`config.mk`:
```
export PLATFORM = sky130hd
export DESIGN_NAME = t01_ai_board_scorer_flat
export DESIGN_NICKNAME = d
export VERILOG_FILES = /design/src/rtl/t01_ai_board_scorer_if.sv /design/src/rtl/t01_ai_board_scorer.sv /design/src/flat_wrapper.sv
export SDC_FILE = /design/constraint.sdc
export NUM_CORES = 1
export LEC_CHECK = 0
export BUFFER_PORTS_ARGS = -buffer_cell sky130_fd_sc_hd__buf_2
export CAP_MARGIN = 10
export CORE_MARGIN = 2
export CORE_UTILIZATION = 45
export CTS_CLUSTER_SIZE = 40
export DETAILED_ROUTE_END_ITERATION = 10
export PLACE_DENSITY = 0.65
export SYNTH_ARGS = -nofsm -noshare
export SYNTH_HDL_FRONTEND = slang
export SYNTH_SLANG_ARGS = --single-unit
```
`constraint.sdc`:
```
create_clock -name clk -period 13 [get_ports clk]
set_input_delay 1.3 -clock clk [delete_from_list [all_inputs] [get_ports clk]]
set_output_delay 1.3 -clock clk [all_outputs]
set_load 0.02 [all_outputs]
```
`src/rtl/t01_ai_board_scorer_if.sv`:
```
// Candidate handshake and best-move result bundle between the AI placement
// engine (master) and the board scorer (slave).
interface t01_ai_board_scorer_if;
    logic               in_valid;
    logic               in_ready;
    logic [199:0]       in_board;
    logic [1:0]         in_rotation;
    logic [3:0]         in_x;
    logic               in_first;
    logic               in_last;
    logic [1:0]         best_rotation;
    logic [3:0]         best_x;
    logic [5:0]         best_index;
    logic signed [19:0] best_score;
    logic               result_valid;
    logic               done;

    modport master (
        output in_valid, in_board, in_rotation, in_x, in_first, in_last,
        input  in_ready, best_rotation, best_x, best_index, best_score,
        input  result_valid, done
    );

    modport slave (
        input  in_valid, in_board, in_rotation, in_x, in_first, in_last,
        output in_ready, best_rotation, best_x, best_index, best_score,
        output result_valid, done
    );
endinterface

```
`src/rtl/t01_ai_board_scorer.sv`:
```
// Scores candidate boards one row per cycle and keeps the best of each batch.
// Optional feature macro: AI_SCORE_BUMP_EN (bumpiness term in the score).
module t01_ai_board_scorer #(
    parameter logic [7:0] W_LINES  = 8'd76,
    parameter logic [7:0] W_HEIGHT = 8'd51,
    parameter logic [7:0] W_HOLES  = 8'd36,
    parameter logic [7:0] W_BUMP   = 8'd18
) (
    input logic                  clk,
    input logic                  reset,
    t01_ai_board_scorer_if.slave bus
);
    typedef enum logic [1:0] {IDLE, SCAN, SCORE, COMPARE} state_t;

    state_t             state_reg, state_next;
    logic [199:0]       board_reg;
    logic [1:0]         rot_reg;
    logic [3:0]         x_reg;
    logic               first_reg;
    logic               last_reg;
    logic               batch_open_reg;
    logic [4:0]         row_reg;
    logic [5:0]         index_reg;
    logic [4:0]         lines_reg;
    logic [7:0]         holes_reg;
    logic               seen_reg   [10];
    logic [4:0]         height_reg [10];
    logic signed [19:0] score_reg;
    logic [1:0]         best_rot_reg;
    logic [3:0]         best_x_reg;
    logic [5:0]         best_index_reg;
    logic signed [19:0] best_score_reg;
    logic               result_valid_reg;
    logic               done_reg;

    logic               accept;
    logic               first_eff;
    logic [9:0]         row_bits;
    logic               row_full;
    logic [3:0]         row_holes;
    logic [7:0]         agg;
    logic signed [19:0] score_calc;

    localparam logic signed [19:0] WL_S = 20'(W_LINES);
    localparam logic signed [19:0] WH_S = 20'(W_HEIGHT);
    localparam logic signed [19:0] WO_S = 20'(W_HOLES);

    assign accept    = bus.in_valid && (state_reg == IDLE);
    // Without an open batch the candidate starts one regardless of in_first.
    assign first_eff = bus.in_first || !batch_open_reg;
    // The board shifts down by a row each SCAN cycle, so the current row is always at the bottom bits.
    assign row_bits  = board_reg[9:0];
    assign row_full  = &row_bits;

    always_comb begin
        row_holes = '0;
        agg       = '0;
        for (int c = 0; c < 10; c++) begin
            if (!row_bits[c] && seen_reg[c])
                row_holes = row_holes + 4'd1;
            agg = agg + {3'b000, height_reg[c]};
        end
    end

`ifdef AI_SCORE_BUMP_EN
    logic [4:0]         diff_abs [9];
    logic [7:0]         bump;
    localparam logic signed [19:0] WB_S = 20'(W_BUMP);

    generate
        for (genvar gi = 0; gi < 9; gi++) begin : g_bump
            assign diff_abs[gi] = (height_reg[gi] >= height_reg[gi+1])
                                ? (height_reg[gi] - height_reg[gi+1])
                                : (height_reg[gi+1] - height_reg[gi]);
        end
    endgenerate

    always_comb begin
        bump = '0;
        for (int c = 0; c < 9; c++)
            bump = bump + {3'b000, diff_abs[c]};
    end

    assign score_calc = WL_S * $signed({15'b0, lines_reg})
                      - WH_S * $signed({12'b0, agg})
                      - WO_S * $signed({12'b0, holes_reg})
                      - WB_S * $signed({12'b0, bump});
`else
    // W_BUMP carries no weight in this build.
    logic [7:0] unused_w_bump;
    assign unused_w_bump = W_BUMP;

    assign score_calc = WL_S * $signed({15'b0, lines_reg})
                      - WH_S * $signed({12'b0, agg})
                      - WO_S * $signed({12'b0, holes_reg});
`endif

    always_ff @(posedge clk or negedge reset) begin
        if (!reset) state_reg <= IDLE;
        else        state_reg <= state_next;
    end

    always_comb begin
        state_next = state_reg;
        case (state_reg)
            IDLE:    if (accept) state_next = SCAN;
            SCAN:    if (row_reg == 5'd19) state_next = SCORE;
            SCORE:   state_next = COMPARE;
            COMPARE: state_next = IDLE;
            default: state_next = IDLE;
        endcase
    end

    generate
        for (genvar gi = 0; gi < 10; gi++) begin : g_col
            always_ff @(posedge clk or negedge reset) begin
                if (!reset) begin
                    seen_reg[gi]   <= 1'b0;
                    height_reg[gi] <= '0;
                end else if (accept) begin
                    seen_reg[gi]   <= 1'b0;
                    height_reg[gi] <= '0;
                end else if (state_reg == SCAN && row_bits[gi] && !seen_reg[gi]) begin
                    seen_reg[gi]   <= 1'b1;
                    height_reg[gi] <= 5'd20 - row_reg;
                end
            end
        end
    endgenerate

    always_ff @(posedge clk or negedge reset) begin
        if (!reset) begin
            board_reg        <= '0;
            rot_reg          <= '0;
            x_reg            <= '0;
            first_reg        <= 1'b0;
            last_reg         <= 1'b0;
            batch_open_reg   <= 1'b0;
            row_reg          <= '0;
            index_reg        <= '0;
            lines_reg        <= '0;
            holes_reg        <= '0;
            score_reg        <= '0;
            best_rot_reg     <= '0;
            best_x_reg       <= '0;
            best_index_reg   <= '0;
            best_score_reg   <= '0;
            result_valid_reg <= 1'b0;
            done_reg         <= 1'b0;
        end else begin
            done_reg <= 1'b0;
            case (state_reg)
                IDLE: begin
                    if (accept) begin
                        board_reg      <= bus.in_board;
                        rot_reg        <= bus.in_rotation;
                        x_reg          <= bus.in_x;
                        first_reg      <= first_eff;
                        last_reg       <= bus.in_last;
                        batch_open_reg <= 1'b1;
                        index_reg      <= first_eff ? 6'd0 : index_reg + 6'd1;
                        row_reg        <= '0;
                        lines_reg      <= '0;
                        holes_reg      <= '0;
                        if (first_eff)
                            result_valid_reg <= 1'b0;
                    end
                end
                SCAN: begin
                    board_reg <= board_reg >> 10;
                    row_reg   <= row_reg + 5'd1;
                    lines_reg <= lines_reg + {4'b0000, row_full};
                    holes_reg <= holes_reg + {4'b0000, row_holes};
                end
                SCORE: score_reg <= score_calc;
                COMPARE: begin
                    // Strictly greater: on a tie the earlier candidate stays best.
                    if (first_reg || (score_reg > best_score_reg)) begin
                        best_rot_reg   <= rot_reg;
                        best_x_reg     <= x_reg;
                        best_index_reg <= index_reg;
                        best_score_reg <= score_reg;
                    end
                    if (last_reg) begin
                        result_valid_reg <= 1'b1;
                        done_reg         <= 1'b1;
                        batch_open_reg   <= 1'b0;
                    end
                end
                default: ;
            endcase
        end
    end

    assign bus.in_ready      = (state_reg == IDLE);
    assign bus.best_rotation = best_rot_reg;
    assign bus.best_x        = best_x_reg;
    assign bus.best_index    = best_index_reg;
    assign bus.best_score    = best_score_reg;
    assign bus.result_valid  = result_valid_reg;
    assign bus.done          = done_reg;
endmodule

```
`src/flat_wrapper.sv`:
```
// flat-port wrapper written by rule: the top's interface ports become plain ports
module t01_ai_board_scorer_flat 
#(
    parameter logic [7:0] W_LINES  = 8'd76,
    parameter logic [7:0] W_HEIGHT = 8'd51,
    parameter logic [7:0] W_HOLES  = 8'd36,
    parameter logic [7:0] W_BUMP   = 8'd18
)
  (clk, reset, bus_in_valid, bus_in_board, bus_in_rotation, bus_in_x, bus_in_first, bus_in_last, bus_in_ready, bus_best_rotation, bus_best_x, bus_best_index, bus_best_score, bus_result_valid, bus_done);
  t01_ai_board_scorer_if bus_i ();
  input logic clk;
  input logic reset;
  input wire logic [$bits(bus_i.in_valid)-1:0] bus_in_valid;
  input wire logic [$bits(bus_i.in_board)-1:0] bus_in_board;
  input wire logic [$bits(bus_i.in_rotation)-1:0] bus_in_rotation;
  input wire logic [$bits(bus_i.in_x)-1:0] bus_in_x;
  input wire logic [$bits(bus_i.in_first)-1:0] bus_in_first;
  input wire logic [$bits(bus_i.in_last)-1:0] bus_in_last;
  output wire logic [$bits(bus_i.in_ready)-1:0] bus_in_ready;
  output wire logic [$bits(bus_i.best_rotation)-1:0] bus_best_rotation;
  output wire logic [$bits(bus_i.best_x)-1:0] bus_best_x;
  output wire logic [$bits(bus_i.best_index)-1:0] bus_best_index;
  output wire logic [$bits(bus_i.best_score)-1:0] bus_best_score;
  output wire logic [$bits(bus_i.result_valid)-1:0] bus_result_valid;
  output wire logic [$bits(bus_i.done)-1:0] bus_done;
  assign bus_i.in_valid = bus_in_valid;
  assign bus_i.in_board = bus_in_board;
  assign bus_i.in_rotation = bus_in_rotation;
  assign bus_i.in_x = bus_in_x;
  assign bus_i.in_first = bus_in_first;
  assign bus_i.in_last = bus_in_last;
  assign bus_in_ready = bus_i.in_ready;
  assign bus_best_rotation = bus_i.best_rotation;
  assign bus_best_x = bus_i.best_x;
  assign bus_best_index = bus_i.best_index;
  assign bus_best_score = bus_i.best_score;
  assign bus_result_valid = bus_i.result_valid;
  assign bus_done = bus_i.done;
  t01_ai_board_scorer #(.W_LINES(W_LINES), .W_HEIGHT(W_HEIGHT), .W_HOLES(W_HOLES), .W_BUMP(W_BUMP)) u_core (.clk(clk), .reset(reset), .bus(bus_i));
endmodule
```
==> results of run 1 <==
==> placed cells by master, fill, tap and decap left out, drive strengths merged, types with 6 or more instances in the layout <==
cell	synthesis	final
xnor2	40	40
a21oi	77	77
nor3	9	9
fa	55	55
a22o	13	13
dfrtp	349	349
o21bai	8	8
mux2i	187	187
buf	15	261
nand2	246	246
ha	130	130
mux2	82	82
o22ai	42	42
nand4	9	9
clkinv	0	12
nor2b	13	13
diode	0	13
nand2b	14	14
clkbuf	80	58
nand3b	15	15
nand3	21	21
a211oi	6	6
inv	158	159
a21o	15	15
nor2	78	78
o21ai	212	212
xor2	24	24
==> through the flow <==
| step | worst slack (ns) | hold slack (ns) | utilization, % |
|---|---|---|---|
| final | 3.51 | 0.469 | 52.6 |
| after floorplan | 4.34 | 0.438 | - |
| after CTS | 3.49 | 0.471 | 52.5 |
| after detailed placement | 3.61 | 0.457 | 49.5 |
| after global placement | 3.93 | 0.450 | 49.5 |
| after global routing | 3.07 | 0.501 | 52.6 |
==> worst max path at each step <==
stage	from	end	slack (ns)
5_1_grt	u_core.height_reg[41]	u_core.score_reg[14]	3.07
3_5_place_dp	u_core.height_reg[40]	u_core.score_reg[14]	3.61
4_1_cts	u_core.height_reg[40]	u_core.score_reg[14]	3.49
6_report	u_core.height_reg[40]	u_core.score_reg[14]	3.51
2_1_floorplan	u_core.height_reg[40]	u_core.score_reg[12]	4.34
3_3_place_gp	u_core.height_reg[40]	u_core.score_reg[14]	3.93
==> layout make-up <==
type                       instances  area [sq um]  share of cell area [%]
multi-input combinational       1357         10400                    45.0
sequential                       349          8730                    37.6
timing repair buffer             261          1360                    5.84
clock buffer                      58          1160                    5.00
tap                              592           741                    3.19
inverter                         158           593                    2.56
clock inverter                    15           158                   0.679
antenna                           13          32.5                   0.140
==> layer usage <==
metal / vias up / wire length (microns) / track usage (%)
met3: 83 / 3110 / 6.07
met5: - / 123 / 0
met4: 22 / 870 / 5.54
met2: 288 / 23100 / 35.1
li1: 7135 / - / -
met1: 7040 / 19800 / 25.0
==> logic make-up (layout without fill, tap and decap cells) <==
logic type / Yosys count / in the layout / synth area share (%)
AND/OR/NAND/NOR: 434 / 434 / 9.64
multiplexers: 269 / 269 / 13.9
XOR/XNOR: 67 / 67 / 3.21
flip-flops: 349 / 349 / 43.5
other: 0 / 13 / 0
buffers and inverters: 253 / 492 / 4.78
AO/OA/AOI/OAI: 402 / 402 / 11.4
adder cells (fa/ha/maj): 185 / 185 / 13.6
==> worst max-delay path, delay by kind of cell, from the launching register on <==
| family | cells | cell delay (ns) |
|---|---|---|
| AOI/OAI and AO/OA | 11 | 2.28 |
| xor gates and xnor gates | 3 | 0.61 |
| adders and majority gates | 13 | 5.49 |
| buffers and inverters | 5 | 0.31 |
| DFF | 1 | 0.41 |
| and+or+nand+nor | 1 | 0.22 |
==> results.tsv, run 1 <==
metric	value	unit
gr-total-overflow	0	
synth.largest_area_cell	dfrtp_1	
hold_viol_final	0	
dp_hpwl	34.6	mm
finalMaxSlewViolations	0	
holdPathStages	2	
clkTransAtPathRegs	0.06	ns
cp-end-kind	flip-flop	
dieHeight	215	microns
path_common_cell	fa_1	
drt_wl_total	47.0	mm
antenna_left	0	
seq_area_frac_synth	43.5	%
ios	246	
critPathKind	reg2reg	
period_share	73.0	%
async_reset_ff_share	100	%
htreeDepth	2	
fin_nets	2565	
synthCells	1959	
slowest_delay	0.54	ns
syn_nets	2355	
finalWeightedCongestion	0.829	
core_area	44100	sq um
drc	0	
min_path_type	reg2reg	
rows	77	
cts.sinks	349	
rrSetupSlack	3.51	ns
stdcell_area	23200	sq um
cts_hold_buf	0	
clockBufferDepth	3	
fin_skew	0.0151	ns
grt_setup_unrepaired	no	
maxSlewHeadroom	28.4	%
drt_iter0_markers	776	
dieArea	46400	sq um
cp_max_fo	6	
worst_path_max_delay_cell	fa_1	
finalSetupViolCount	0	
required	13.41	ns
via_per_inst	5.20	
yosysMostFrequentCell	dfrtp_1	
dpl.cell_count	2717	
ys_warn_count	0	
tightest_slew	1.07	ns
largest_reg_flops	200	
yosys.area.top_type_share	43.5	%
postSynthAreaPerCell	10.3	sq um
maxCapViolCount	0	
start_kind	flip-flop	
ys_types	67	
ys_seq_elements	349	
outcome	completed	
hold_start	u_core.last_reg	
finalNonFillerCells	2803	
worstSkewPairLatency	0.57	ns
cts_tree	done	
arrival	9.89	ns
vias	14600	
placed_area	21900	sq um
grt_max_degree	109	
hold_end	u_core.last_reg	
final_layout_size_suffix_gt1_share	18.2	%
synth_flop_cell	dfrtp_1	
min_period	9.49	ns
syn2layout_area_growth	15.5	%
die_w	215	microns
cts_setup_buffers	0	
cts-buffers-inserted	42	
rr_worst_depth	33	
wl_per_cell	16.8	microns
grt_pass1_wl	76.6	mm
grtUsageTotal	20.4	%
start_util	45.5	%
root_buffer	clkbuf_16	
netlist_area	20100	sq um
port_buffers	245	
antenna_found_initial	24	
firstDrtPassIters	5	
synth_edf_count	0	
timing.rr.start	u_core.height_reg[40]	
grt_pass1_vias	15000	
r2r_end	u_core.score_reg[14]	
cts_resized	0	
fin_setup_tns	0	ns
synth_area_leaders	dfrtp_1 43%, mux2i_1 9.3%, ha_1 8.1%	
fmax	105	MHz
synthTopCellsByCount	349 x dfrtp_1, 246 x nand2_1, 210 x o21ai_0, 187 x mux2i_1, 158 x inv_1	
fillCellCount	4036	
Power of run 1 is not shown: default switching activity piles up to over one toggle a cycle in this logic, so the estimate is an artifact.
==> inputs of run 2 (changes only) <==
--- a/config.mk
+++ b/config.mk
@@ -11,7 +11,7 @@
 export CORE_UTILIZATION = 45
 export CTS_CLUSTER_SIZE = 40
 export DETAILED_ROUTE_END_ITERATION = 10
-export PLACE_DENSITY = 0.65
+export PLACE_DENSITY = 0.68
 export SYNTH_ARGS = -nofsm -noshare
 export SYNTH_HDL_FRONTEND = slang
 export SYNTH_SLANG_ARGS = --single-unit
==> constraint.sdc (replaced) <==
create_clock -name clk -period 8.2 [get_ports clk]
set_input_delay 0.82 -clock clk [delete_from_list [all_inputs] [get_ports clk]]
set_output_delay 0.82 -clock clk [all_outputs]
set_load 0.02 [all_outputs]
==> results.tsv, run 2 (synthesis results as in run 1) <==
metric	value	unit	change
critPathKind	reg2reg		
grt_max_degree	167		+53%
root_buffer	clkbuf_16		
fin_nets	2602		+1.4%
min_period	8.39	ns	-1.09 ns
die_w	215	microns	unchanged
cp_max_fo	6		unchanged
final_cell_mix	349 x dfrtp_1, 245 x nand2_1, 244 x buf_2		
grtUsageTotal	20.7	%	+0.27 points
finalSetupViolCount	10		+10
core_area	44100	sq um	unchanged
worst_path_max_delay_cell	fa_1		
period_share	102	%	+29 points
htreeDepth	2		unchanged
crit_family	adder cells		
cts.sinks	349		unchanged
firstDrtPassIters	5		unchanged
failed_checks	negative setup slack		
drt_iter0_markers	833		+7.3%
via_per_inst	5.19		about the same
slowest_delay	0.55	ns	about the same
crit_buf_inv	6		+1
outcome	complete, but fails checks		
syn2layout_area_growth	19.6	%	
antenna_found_initial	27		+13%
drt_wl_total	47.5	mm	+1.1%
fmax	119	MHz	+13%
worstSkewPairLatency	0.58	ns	about the same
finalWeightedCongestion	0.879		+6.0%
tightest_slew	1.22	ns	+0.141 ns
maxSlewHeadroom	19.0	%	-9.4 points
timing.final.ws_setup	-0.195	ns	-3.71 ns
drc	0		unchanged
grt_setup_unrepaired	yes		
pre_cts_slack	-0.283	ns	-3.89 ns
clkTransAtPathRegs	0.06	ns	about the same
dp_hpwl	34.2	mm	-1.2%
dieHeight	215	microns	unchanged
rows	77		unchanged
cts-buffers-inserted	41		-2.4%
ios	246		unchanged
cp-end-kind	flip-flop		
dieArea	46400	sq um	unchanged
final_layout_size_suffix_gt1_share	22.4	%	+4.2 points
fillCellCount	3966		-1.7%
wl_per_cell	16.7	microns	-0.39%
start_util	45.5	%	unchanged
path_common_cell	fa_1		
antenna_left	0		unchanged
cts_tree	done		
gr-total-overflow	0		unchanged
hold_viol_final	0		unchanged
min_path_type	in2async		
grt_pass1_wl	77.9	mm	+1.7%
required	8.63	ns	-4.78 ns
maxCapViolCount	0		unchanged
largest_reg_flops	200		unchanged
layout_commonest_cell	dfrtp_1		
vias	14800		+1.4%
fin_skew	0.0346	ns	+0.0195 ns
start_kind	flip-flop		
arrival	8.83	ns	-1.06 ns
clockBufferDepth	3		unchanged
finalMaxSlewViolations	0		unchanged
grt_pass1_vias	15400		+3.0%
port_buffers	245		unchanged
fin_util	54.5	%	+1.9 points
run 2: routing by layer:
metal / part of all wire [%] / GRT usage, % / vias to the layer above
li1: - / - / 7218
met1: 41 / 24.5 / 7139
met2: 49 / 35.4 / 297
met3: 7.3 / 7.35 / 92
met4: 2.1 / 6.02 / 26
met5: 0.34 / 0 / -
run 2: per-stage QoR:
stage               TNS [ns]  hold slack (ns)  instance area, sq um  instances
CTS                   -0.929            0.344                 23800       2822
finish                -0.755            0.293                 24000       2844
global route           -4.02            0.344                 24000       2837
detailed placement     -2.00            0.457                 22200       2742
global placement      -0.642            0.449                 22200       2742
floorplan                  0            0.438                 20200       1959
run 2: final timing paths:
path | slack [ns] | startpoint | end | cells after the start
setup / recovery | -0.19 | u_core.height_reg[41] | u_core.score_reg[13] | 35
hold / removal | 0.29 | reset | u_core.bus.best_score[15] | 1
setup reg to reg | -0.19 | u_core.height_reg[41] | u_core.score_reg[13] | 35
hold reg to reg | 0.48 | u_core.board_reg[106] | u_core.board_reg[106] | 2
max in group asynchronous | 6.33 | reset | u_core.board_reg[198] | 2
min in group clk | 0.45 | bus_in_x[0] | u_core.x_reg[0] | 3
run 2: timing repair:
action	CTS	global route
cloned	0	0
setup buffers	7	6
endpoints found under the setup margin	10	13
pin swaps	29	20
hold buffers	0	0
gates resized for setup	33	25
run 2: layout make-up:
cell class / instances / area [sq um] / area share, %
repair buffers: 299 / 1670 / 6.95
inverters: 158 / 593 / 2.47
well taps: 592 / 741 / 3.08
flip-flops and latches: 349 / 8730 / 36.3
clock inverters: 16 / 249 / 1.04
clock buffers: 57 / 1190 / 4.94
diodes: 16 / 40.0 / 0.167
multi-input cells: 1357 / 10800 / 45.0
run 2: worst reg2reg max path, delay by kind of cell, from the launching register on:
kind / cells / cell delay, ns
fa+ha+maj: 12 / 4.87
compound gates: 11 / 1.69
xor+xnor: 4 / 0.57
flops: 1 / 0.41
buf+inv: 6 / 0.38
mux: 1 / 0.27
simple gates: 1 / 0.08
Power of run 2 is left out for the same reason.
==> inputs of run 3 (changes only) <==
--- a/config.mk
+++ b/config.mk
@@ -7,10 +7,11 @@
 export LEC_CHECK = 0
 export BUFFER_PORTS_ARGS = -buffer_cell sky130_fd_sc_hd__buf_2
 export CAP_MARGIN = 10
-export CORE_MARGIN = 2
+export CORE_MARGIN = 3
 export CORE_UTILIZATION = 45
 export CTS_CLUSTER_SIZE = 40
 export DETAILED_ROUTE_END_ITERATION = 10
+export GPL_TIMING_DRIVEN = 0
 export PLACE_DENSITY = 0.68
 export SYNTH_ARGS = -nofsm -noshare
 export SYNTH_HDL_FRONTEND = slang
==> results.tsv, run 3 (synthesis results as in run 1) <==
metric	value	unit	change
path_common_cell	fa_1		
finalNonFillerCells	2899		+1.9%
vias	15400		+4.1%
start_kind	flip-flop		
maxCapViolCount	0		unchanged
final_layout_size_suffix_gt1_share	21.0	%	-1.4 points
rows	76		-1.3%
ios	246		unchanged
tightest_slew	0.886	ns	-0.330 ns
critPathKind	reg2reg		
r2r_end	u_core.score_reg[13]		
firstDrtPassIters	5		unchanged
gr-total-overflow	0		unchanged
grt_busiest_layer	met2		
fmax	116	MHz	-2.4%
start_util	46.1	%	+0.60 points
final_cell_mix	349 x dfrtp_1, 244 x nand2_1, 243 x buf_2		
rr_worst_depth	33		-5.7%
grtUsageMet1	26.8	%	+2.3 points
via_per_inst	5.30		+2.1%
grt_max_degree	116		-31%
dp_hpwl	39.1	mm	+14%
drt_iter0_markers	862		+3.5%
htreeDepth	2		unchanged
outcome	complete, but fails checks		
core_area	43600	sq um	-1.3%
arrival	9.03	ns	+0.20 ns
drt_wl_total	51.1	mm	+7.6%
dpl.cell_count	2791		+1.8%
die_w	217	microns	+0.93%
cts.sinks	349		unchanged
fin_nets	2666		+2.5%
clkTransAtPathRegs	0.06	ns	about the same
maxSlewHeadroom	40.9	%	+22 points
timing.final.ws_setup	-0.400	ns	-0.205 ns
cp-end-kind	flip-flop		
fin_skew	0.0270	ns	-0.00759 ns
cts_tree	done		
failed_checks	negative setup slack		
cts-buffers-inserted	40		-2.4%
hold_viol_final	0		unchanged
min_path_type	in2async		
dieArea	47200	sq um	+1.9%
rrSetupSlack	-0.40	ns	-0.20 ns
period_share	105	%	+2.5 points
drc	0		unchanged
grt_setup_unrepaired	yes		
cp_max_fo	3		-3
finalMaxSlewViolations	0		unchanged
timing.rr.start	u_core.height_reg[45]		
required	8.63	ns	about the same
layout_commonest_cell	dfrtp_1		
port_buffers	244		-0.41%
worstSkewPairLatency	0.57	ns	about the same
grt_pass1_wl	82.0	mm	+5.2%
largest_reg_flops	200		unchanged
grt_pass1_vias	16100		+4.1%
grtUsageTotal	21.6	%	+0.93 points
finalSetupViolCount	10		unchanged
dieHeight	217	microns	+0.93%
worst_path_max_delay_cell	fa_1		
antenna_left	0		unchanged
cts_hold_buf	0		unchanged
antenna_found_initial	29		+7.4%
root_buffer	clkbuf_16		
globalRouteMet2Util	36.6	%	+1.1 points
use_met3	5.57	%	-1.8 points
syn2layout_area_growth	20.1	%	
slowest_delay	0.53	ns	-0.02 ns
wl_per_cell	17.6	microns	+5.5%
fillCellCount	3772		-4.9%
clockBufferDepth	3		unchanged
finalWeightedCongestion	0.852		-3.0%
min_period	8.60	ns	+0.205 ns
-- run 3: cell count changes in the layout (fill, tap and decap cells not counted), moves of 3 or more --
| cell | before | now |
|---|---|---|
| clkbuf_1 | 7 | 89 |
| buf_4 | 51 | 22 |
| buf_1 | 0 | 12 |
| bufinv_16 | 5 | 1 |
| clkbuf_8 | 8 | 12 |
| buf_16 | 0 | 3 |
| xnor2_1 | 34 | 31 |
-- run 3: final cells by class --
class	instances	area, sq um	area share [%]
well taps	585	732	3.03
flip-flops and latches	349	8730	36.2
diodes	14	35.0	0.145
multi-input cells	1357	10900	45.1
repair buffers	269	1490	6.18
clock buffers	61	1200	4.97
plain buffers	95	368	1.52
inverters	158	593	2.46
clock inverters	11	108	0.446
-- run 3: worst max path at each step --
stage | from | to | slack (ns) | cells past startpoint
after global routing | u_core.height_reg[45] | u_core.score_reg[13] | -0.72 | 33
after detailed placement | u_core.height_reg[41] | u_core.score_reg[14] | -0.58 | 35
after global placement | u_core.height_reg[46] | u_core.score_reg[13] | -0.52 | 34
after floorplan | u_core.height_reg[45] | u_core.score_reg[13] | 0.007 | 34
final | u_core.height_reg[45] | u_core.score_reg[13] | -0.40 | 33
after CTS | u_core.height_reg[46] | u_core.score_reg[13] | -0.42 | 34
-- run 3: timing repair --
action	CTS	global route
buffers inserted	17	5
pin swaps	51	38
gates cloned	0	0
hold endpoints to repair	0	0
endpoints found under the setup margin	11	13
gates resized for setup	48	28
-- run 3: layer usage --
layer | part of all wire, % | up-vias
met2 | 48 | 375
met5 | 0.41 | -
met4 | 3.3 | 32
met1 | 42 | 7496
li1 | - | 7341
met3 | 6.3 | 131
-- run 3: metrics by stage --
step / instance area, sq um / hold WS (ns) / setup TNS (ns) / setup WS (ns) / utilization [%]
floorplan: 20200 / 0.438 / 0 / 0.00713 / -
global placement: 22200 / 0.451 / -151.43 / -0.523 / 50.9
detailed placement: 22300 / 0.455 / -4.88 / -0.580 / 51.1
CTS: 23900 / 0.207 / -2.73 / -0.423 / 54.9
global route: 24100 / 0.241 / -6.42 / -0.722 / 55.4
finish: 24100 / 0.210 / -2.79 / -0.400 / 55.4
-- run 3: worst max-delay path: cells and delay by family (launching register included) --
| family | cells | cell delay, ns |
|---|---|---|
| flops | 1 | 0.40 |
| fa+ha+maj | 13 | 5.09 |
| xor+xnor | 4 | 0.55 |
| compound gates | 10 | 1.59 |
| simple gates | 1 | 0.38 |
| mux | 1 | 0.26 |
| buf+inv | 4 | 0.19 |
Power of run 3 is left out for the same reason.
